### src/rtl/alu_seq_top.sv
//-----------------------------------------------------------------------------
// alu_seq_top
//
// Board-facing top of the ALU lab design. Operands A and B and the opcode
// are loaded from the switch bank through edge-detected push-buttons.
// Execution is sequenced by a small state machine:
//   - logic/arithmetic ops finish in one cycle;
//   - shifts run bit-serially, one bit per cycle.
// The result is registered onto the LEDs together with busy/valid status.
//
// Optional feature macro: ALU_FLAGS_EN
//   defined   -> o_flags = {N, Z, C, V} registered alongside o_led
//   undefined -> o_flags tied to 4'b0000, no flag logic built
//
// Ports
//   clock    : system clock, all state on rising edge
//   i_reset  : asynchronous, active-low reset
//   i_sw     : switch bank (operand data, opcode in low NB_OP bits)
//   i_btn    : raw push-buttons, already synchronous to clock
//              bit0 load A, bit1 load B, bit2 load opcode + execute
//   o_led    : registered result
//   o_busy   : execution in progress, presses are ignored
//   o_valid  : one-cycle pulse when o_led / o_err were updated
//   o_err    : last executed opcode unsupported (held until next execute)
//   o_flags  : {N, Z, C, V}
//-----------------------------------------------------------------------------
`timescale 1ns/1ps

module alu_seq_top #(
    parameter int NB_DATA = 8,
    parameter int NB_OP   = 6,
    parameter int NB_BTN  = 3,
    parameter int NB_CNT  = $clog2(NB_DATA) + 1
) (
    input  logic               clock,
    input  logic               i_reset,
    input  logic [NB_DATA-1:0] i_sw,
    input  logic [NB_BTN-1:0]  i_btn,
    output logic [NB_DATA-1:0] o_led,
    output logic               o_busy,
    output logic               o_valid,
    output logic               o_err,
    output logic [3:0]         o_flags
);

    localparam int MSB = NB_DATA - 1;

    // FSM state encoding
    localparam logic [1:0] ST_IDLE  = 2'd0;
    localparam logic [1:0] ST_SHIFT = 2'd1;
    localparam logic [1:0] ST_EXEC  = 2'd2;

    // Opcode map
    localparam logic [NB_OP-1:0] OP_ADD = NB_OP'(6'b100000);
    localparam logic [NB_OP-1:0] OP_SUB = NB_OP'(6'b100010);
    localparam logic [NB_OP-1:0] OP_AND = NB_OP'(6'b100100);
    localparam logic [NB_OP-1:0] OP_OR  = NB_OP'(6'b100101);
    localparam logic [NB_OP-1:0] OP_XOR = NB_OP'(6'b100110);
    localparam logic [NB_OP-1:0] OP_NOR = NB_OP'(6'b100111);
    localparam logic [NB_OP-1:0] OP_SRL = NB_OP'(6'b000010);
    localparam logic [NB_OP-1:0] OP_SRA = NB_OP'(6'b000011);

    localparam logic [NB_CNT-1:0]  CNT_ZERO  = {NB_CNT{1'b0}};
    localparam logic [NB_CNT-1:0]  CNT_ONE   = NB_CNT'(1'b1);
    localparam logic [NB_CNT-1:0]  CNT_MAX   = NB_CNT'(NB_DATA);
    localparam logic [NB_DATA-1:0] DATA_ZERO = {NB_DATA{1'b0}};
    localparam logic [NB_DATA-1:0] DATA_MAX  = NB_DATA'(NB_DATA);

    //-------------------------------------------------------------------------
    // Helper functions
    //-------------------------------------------------------------------------
    function automatic logic is_shift_op(input logic [NB_OP-1:0] op);
        return (op == OP_SRL) || (op == OP_SRA);
    endfunction

    function automatic logic is_valid_op(input logic [NB_OP-1:0] op);
        logic ok;
        case (op)
            OP_ADD, OP_SUB, OP_AND, OP_OR,
            OP_XOR, OP_NOR, OP_SRL, OP_SRA: ok = 1'b1;
            default:                        ok = 1'b0;
        endcase
        return ok;
    endfunction

    // Shift distance saturates at the data width: larger B gives the same
    // all-fill result as a full-width shift.
    function automatic logic [NB_CNT-1:0] shift_amount(input logic [NB_DATA-1:0] b);
        logic [NB_CNT-1:0] k;
        if (b > DATA_MAX) begin
            k = CNT_MAX;
        end else begin
            k = NB_CNT'(b);
        end
        return k;
    endfunction

    //-------------------------------------------------------------------------
    // Declarations
    //-------------------------------------------------------------------------
    logic [1:0]         state_r,  state_nxt_s;
    logic [NB_DATA-1:0] a_r,      a_nxt_s;
    logic [NB_DATA-1:0] b_r,      b_nxt_s;
    logic [NB_OP-1:0]   op_r,     op_nxt_s;
    logic [NB_DATA-1:0] work_r,   work_nxt_s;
    logic [NB_CNT-1:0]  cnt_r,    cnt_nxt_s;
    logic [NB_BTN-1:0]  btn_q_r;
    logic [NB_BTN-1:0]  press_s;
    logic [NB_DATA-1:0] led_r,    led_nxt_s;
    logic               err_r,    err_nxt_s;
    logic               valid_r,  valid_nxt_s;
    logic               busy_r;
    logic               shift_fill_s;
    logic [NB_DATA-1:0] alu_res_s;

    // Rising-edge detect: a held button produces a single press. btn_q_r
    // tracks in every state, so a button held through busy never fires late.
    assign press_s = i_btn & ~btn_q_r;

    // SRA replicates the sign bit; work_r[MSB] still holds A's sign at every step.
    assign shift_fill_s = (op_r == OP_SRA) ? work_r[MSB] : 1'b0;

    // Result selection for the EXEC cycle; shifts take the serial work register.
    always_comb begin
        alu_res_s = led_r;
        case (op_r)
            OP_ADD:         alu_res_s = a_r + b_r;
            OP_SUB:         alu_res_s = a_r - b_r;
            OP_AND:         alu_res_s = a_r & b_r;
            OP_OR:          alu_res_s = a_r | b_r;
            OP_XOR:         alu_res_s = a_r ^ b_r;
            OP_NOR:         alu_res_s = ~(a_r | b_r);
            OP_SRL, OP_SRA: alu_res_s = work_r;
            default:        alu_res_s = led_r;
        endcase
    end

    // Next-state and datapath control for the IDLE / SHIFT / EXEC sequencer.
    always_comb begin
        state_nxt_s = state_r;
        a_nxt_s     = a_r;
        b_nxt_s     = b_r;
        op_nxt_s    = op_r;
        work_nxt_s  = work_r;
        cnt_nxt_s   = cnt_r;
        led_nxt_s   = led_r;
        err_nxt_s   = err_r;
        valid_nxt_s = 1'b0;

        case (state_r)
            ST_IDLE: begin
                if (press_s[0]) begin
                    a_nxt_s = i_sw;
                end else begin
                    a_nxt_s = a_r;
                end
                if (press_s[1]) begin
                    b_nxt_s = i_sw;
                end else begin
                    b_nxt_s = b_r;
                end
                // Execute sees operands loaded in the same cycle.
                if (press_s[2]) begin
                    op_nxt_s   = i_sw[NB_OP-1:0];
                    work_nxt_s = a_nxt_s;
                    cnt_nxt_s  = shift_amount(b_nxt_s);
                    // A zero-distance shift needs no serial steps.
                    if (is_shift_op(op_nxt_s) && (cnt_nxt_s != CNT_ZERO)) begin
                        state_nxt_s = ST_SHIFT;
                    end else begin
                        state_nxt_s = ST_EXEC;
                    end
                end else begin
                    state_nxt_s = ST_IDLE;
                end
            end

            ST_SHIFT: begin
                if (cnt_r != CNT_ZERO) begin
                    work_nxt_s = {shift_fill_s, work_r[MSB:1]};
                    cnt_nxt_s  = cnt_r - CNT_ONE;
                    // Leave straight after the last step so the total latency is k+1.
                    if (cnt_r == CNT_ONE) begin
                        state_nxt_s = ST_EXEC;
                    end else begin
                        state_nxt_s = ST_SHIFT;
                    end
                end else begin
                    state_nxt_s = ST_EXEC;
                end
            end

            ST_EXEC: begin
                valid_nxt_s = 1'b1;
                state_nxt_s = ST_IDLE;
                // Unsupported ops leave the previous result on display.
                if (is_valid_op(op_r)) begin
                    led_nxt_s = alu_res_s;
                    err_nxt_s = 1'b0;
                end else begin
                    led_nxt_s = led_r;
                    err_nxt_s = 1'b1;
                end
            end

            default: begin
                state_nxt_s = ST_IDLE;
            end
        endcase
    end

    // Sequencer, operand and output registers.
    always_ff @(posedge clock or negedge i_reset) begin
        if (!i_reset) begin
            state_r <= ST_IDLE;
            a_r     <= {NB_DATA{1'b0}};
            b_r     <= {NB_DATA{1'b0}};
            op_r    <= {NB_OP{1'b0}};
            work_r  <= {NB_DATA{1'b0}};
            cnt_r   <= {NB_CNT{1'b0}};
            btn_q_r <= {NB_BTN{1'b0}};
            led_r   <= {NB_DATA{1'b0}};
            err_r   <= 1'b0;
            valid_r <= 1'b0;
            busy_r  <= 1'b0;
        end else begin
            state_r <= state_nxt_s;
            a_r     <= a_nxt_s;
            b_r     <= b_nxt_s;
            op_r    <= op_nxt_s;
            work_r  <= work_nxt_s;
            cnt_r   <= cnt_nxt_s;
            btn_q_r <= i_btn;
            led_r   <= led_nxt_s;
            err_r   <= err_nxt_s;
            valid_r <= valid_nxt_s;
            busy_r  <= (state_nxt_s != ST_IDLE);
        end
    end

    assign o_led   = led_r;
    assign o_err   = err_r;
    assign o_valid = valid_r;
    assign o_busy  = busy_r;

`ifdef ALU_FLAGS_EN
    //-------------------------------------------------------------------------
    // Status flags {N, Z, C, V}
    //-------------------------------------------------------------------------
    logic               shc_r;
    logic [3:0]         flags_r, flags_nxt_s;
    logic [NB_DATA:0]   add_full_s, sub_full_s;
    logic               flag_c_s, flag_v_s;
    logic               exec_start_s, shift_step_s, commit_s;

    assign exec_start_s = (state_r == ST_IDLE)  && press_s[2];
    assign shift_step_s = (state_r == ST_SHIFT) && (cnt_r != CNT_ZERO);
    assign commit_s     = (state_r == ST_EXEC)  && is_valid_op(op_r);

    // Carry and overflow from extended-width add/sub; SUB carry is no-borrow.
    always_comb begin
        add_full_s = {1'b0, a_r} + {1'b0, b_r};
        sub_full_s = {1'b0, a_r} + {1'b0, ~b_r} + {{NB_DATA{1'b0}}, 1'b1};
        case (op_r)
            OP_ADD: begin
                flag_c_s = add_full_s[NB_DATA];
                flag_v_s = (a_r[MSB] == b_r[MSB]) && (add_full_s[MSB] != a_r[MSB]);
            end
            OP_SUB: begin
                flag_c_s = sub_full_s[NB_DATA];
                flag_v_s = (a_r[MSB] != b_r[MSB]) && (sub_full_s[MSB] != a_r[MSB]);
            end
            OP_SRL, OP_SRA: begin
                flag_c_s = shc_r;
                flag_v_s = 1'b0;
            end
            default: begin
                flag_c_s = 1'b0;
                flag_v_s = 1'b0;
            end
        endcase
        flags_nxt_s = {alu_res_s[MSB], (alu_res_s == DATA_ZERO), flag_c_s, flag_v_s};
    end

    // Last bit shifted out; cleared at execute so k = 0 reports C = 0.
    always_ff @(posedge clock or negedge i_reset) begin
        if (!i_reset) begin
            shc_r <= 1'b0;
        end else if (exec_start_s) begin
            shc_r <= 1'b0;
        end else if (shift_step_s) begin
            shc_r <= work_r[0];
        end else begin
            shc_r <= shc_r;
        end
    end

    // Flags register, updated together with o_led.
    always_ff @(posedge clock or negedge i_reset) begin
        if (!i_reset) begin
            flags_r <= 4'b0000;
        end else if (commit_s) begin
            flags_r <= flags_nxt_s;
        end else begin
            flags_r <= flags_r;
        end
    end

    assign o_flags = flags_r;
`else
    assign o_flags = 4'b0000;
`endif

endmodule

### config.mk
export PLATFORM = sky130hd
export DESIGN_NAME = alu_seq_top
export DESIGN_NICKNAME = d
export VERILOG_FILES = /design/src/rtl/alu_seq_top.sv
export SDC_FILE = /design/constraint.sdc
export NUM_CORES = 1
export LEC_CHECK = 0
export CORE_UTILIZATION = 52
export DETAILED_ROUTE_END_ITERATION = 10
export PLACE_DENSITY = 0.73
export SYNTH_ARGS = -nofsm -noshare
export SYNTH_HDL_FRONTEND = slang
export SYNTH_SLANG_ARGS = --single-unit
### constraint.sdc
create_clock -name clock -period 5.3 [get_ports clock]
set_input_delay 0.53 -clock clock [delete_from_list [all_inputs] [get_ports clock]]
set_output_delay 0.53 -clock clock [all_outputs]
set_load 0.005 [all_outputs]
==> run summary <==
Status: completed
Placed inst area: 3488 um2
DR vias: 2579
First-pass GRT wire length: 12540 um
Sink Count: 50
CP arrival: 3.61 ns
DP Worst Slack: 1.932 ns
Post-synth EDFFs: 0
Setup-failing EPs final: 0
Synth warn: 0
VDD IR max: 0.0002279 V
Die ar.: 6542 um2
Die Height: 80.88 um
Vias in the first global route: 2441
R2r endpoint: o_led[7]
Fin worst setup slack: 1.895 ns
Crit path time final: 3.405 ns
Max-Cap Viols: 0
Port Buffers: 23
Post-Synthesis Cells: 358
Inserted Clock Buffers: 5
Distinct cells, synth: 55
Setup TNS: 0 ns
#FFs+latches synth: 50
Initial Util: 0.5433
GRT Total Usage: 0.2557
Worst Setup EP: o_led[7]
Final wirelength: 7495 um
Post-CTS Hold Buffers: 0
Fin crit share: 0.6425
Antenna Cells: 0
Origin of the critical flop-to-flop path: op_r[1]
Static Leakage: 1.523 nW
Clock skew: 0.004171 ns
Final non-filler cell total: 453
Antenna violations before repair: 0
Post-route design area: 3598 um2
Peak Freq: 293.7 MHz
Avg Cell Area, Syn: 9.038 um2
Worst-path clk slew: 0.09 ns
Antenna Violating Nets Remaining: 0
Drt first pass iters: 4
Ys flop type: dfrtp_1
Post-Synthesis Cell Area: 3236 um2
DPL Wire Length: 5545 um
Die width: 80.88 um
Depth of the CTS H-tree: 2
Gpl congestion: 0.8372
Worst Setup Path Type: register to register
Final hold vios: 0
PwrDens: 416.7 nW/um2
Fillers: 526
Share of cells above drive strength 1: 0.06614
Clk buf depth: 2
Unrepaired setup endpoints after global routing: false
Slew @ Worst Pin: 1.067 ns
Normalized max-slew margin: 0.2871
TritonCTS clock tree: built
Post-synthesis sequential area ratio: 0.3867
Largest net degree at the start of global routing: 51
GR Overflow Total: 0
Worst-path fanout max: 12
Crit path capture type: register
Wire per inst: 16.55 um
DRC errors left: 0
Setup Buffers After CTS: 0
CP startpoint: op_r[1]
Routed vias/inst: 5.693
Pins over their slew limit: 0
R2r setup slk: 1.89 ns
Post_cts resized: 0
Clk_lat worst skew: 0.31 ns
Placed insts: 445
Nets: 417
WP data required: 5.51 ns
CP startpoint kind: register
Cells on worst reg2reg path: 10
Number of DRC markers in iteration 0: 245
Core Box Area: 5956 um2
Hold WC Path Type: primary input to async pin
Rows: 28
Area growth syn-to-layout: 11.21%
Top Ports: 28
Clock root cell: clkbuf_8
Fraction of registers with async set or reset after synthesis: 1.000
==> metal layers <==
| layer | vias to the layer above | global-route usage | wire length [um] |
|---|---|---|---|
| met5 | - | 0 | 0 |
| met4 | 0 | 0.06786 | 65 |
| met3 | 6 | 0.04270 | 337 |
| met2 | 53 | 0.3916 | 3429 |
| met1 | 1230 | 0.3722 | 3662 |
| li1 | 1290 | - | - |
==> cells in the final DEF, fill, tap and decap left out, types with 8 or more instances in the layout <==
cell type        count
dfrtp_1             50
nor2_1              39
o21ai_0             39
nand2_1             35
ha_1                26
a21oi_1             23
inv_1               22
clkdlybuf4s50_1     22
xnor2_1             16
a31oi_1              9
nor3_1               8
==> power by group <==
group          switching, mW  internal [mW]
clock                  0.133          0.141
sequential             0.105          0.478
combinational          0.321          0.320
==> cell type report <==
cell class | count | area [um2] | area share
Multi-Input combinational cell | 272 | 1813 | 0.5038
Timing Repair Buffer | 26 | 247.7 | 0.06885
Tap cell | 75 | 93.84 | 0.02608
Inverter | 22 | 82.58 | 0.02295
Clock buffer | 6 | 72.57 | 0.02017
Clock inverter | 2 | 37.54 | 0.01043
Sequential cell | 50 | 1251 | 0.3477
==> synth_stat cells, drive strengths merged, types with 7 or more instances <==
master  count  area, um2
o21ai      40      204.0
dfrtp      50       1251
clkbuf      7      26.28
nand2      35      131.4
nor2       39      146.4
nor3       10      66.32
buf        10      73.82
a21oi      24      123.9
xnor2      16      140.1
inv        22      82.58
a31oi       9      56.30
ha         26      325.3
==> worst min path at each step <==
| stage | from | to | slack [ns] | depth (start not counted) |
|---|---|---|---|---|
| finish | i_reset | o_led[5] | 0.31 | 2 |
| global route | i_reset | o_led[6] | 0.39 | 2 |
| CTS | i_reset | o_led[6] | 0.35 | 2 |
| detailed placement | work_r[0] | work_r[0] | 0.50 | 2 |
| global placement | o_err | o_err | 0.48 | 2 |
| floorplan | i_reset | a_r[0] | 0.23 | 0 |
==> flip-flops by register name, summed over array words and instances, names as in the netlist, 2 cells and up <==
register,count
work_r,8
a_r,8
b_r,8
o_led,8
state_r,2
op_r,6
cnt_r,4
btn_q_r,3
==> worst max-delay path, stage by stage (launching register included) <==
cell and delay [ns]:
dfrtp_1 0.73, nand2b_1 0.21, nor4_4 0.45, mux2i_1 0.37
ha_1 0.29, nor2b_1 0.14, o31a_1 0.26, or4_1 0.40
a31oi_1 0.21, xnor2_1 0.08, o21a_1 0.17
==> through the flow <==
stage,util,hold slack (ns),total power [mW]
global route,0.6042,0.3940,1.624
detailed placement,0.5857,0.4976,1.227
floorplan,-,0.2344,1.022
finish,0.6042,0.3087,1.499
global placement,0.5857,0.4800,1.205
CTS,0.6042,0.3531,1.506
==> kinds of logic (layout without fill, tap and decap cells) <==
| kind of cell | count (synthesis) | in the layout | share of synthesized area |
|---|---|---|---|
| AO/OA/AOI/OAI | 106 | 106 | 0.2073 |
| XOR/XNOR | 18 | 18 | 0.04872 |
| adder cells (fa/ha/maj) | 27 | 27 | 0.1067 |
| buffers and inverters | 39 | 56 | 0.05646 |
| flip-flops | 50 | 50 | 0.3867 |
| multiplexers | 7 | 7 | 0.02359 |
| other | 1 | 4 | 0.001159 |
| AND/OR/NAND/NOR | 110 | 110 | 0.1694 |
(Power assumes the default switching activity.)
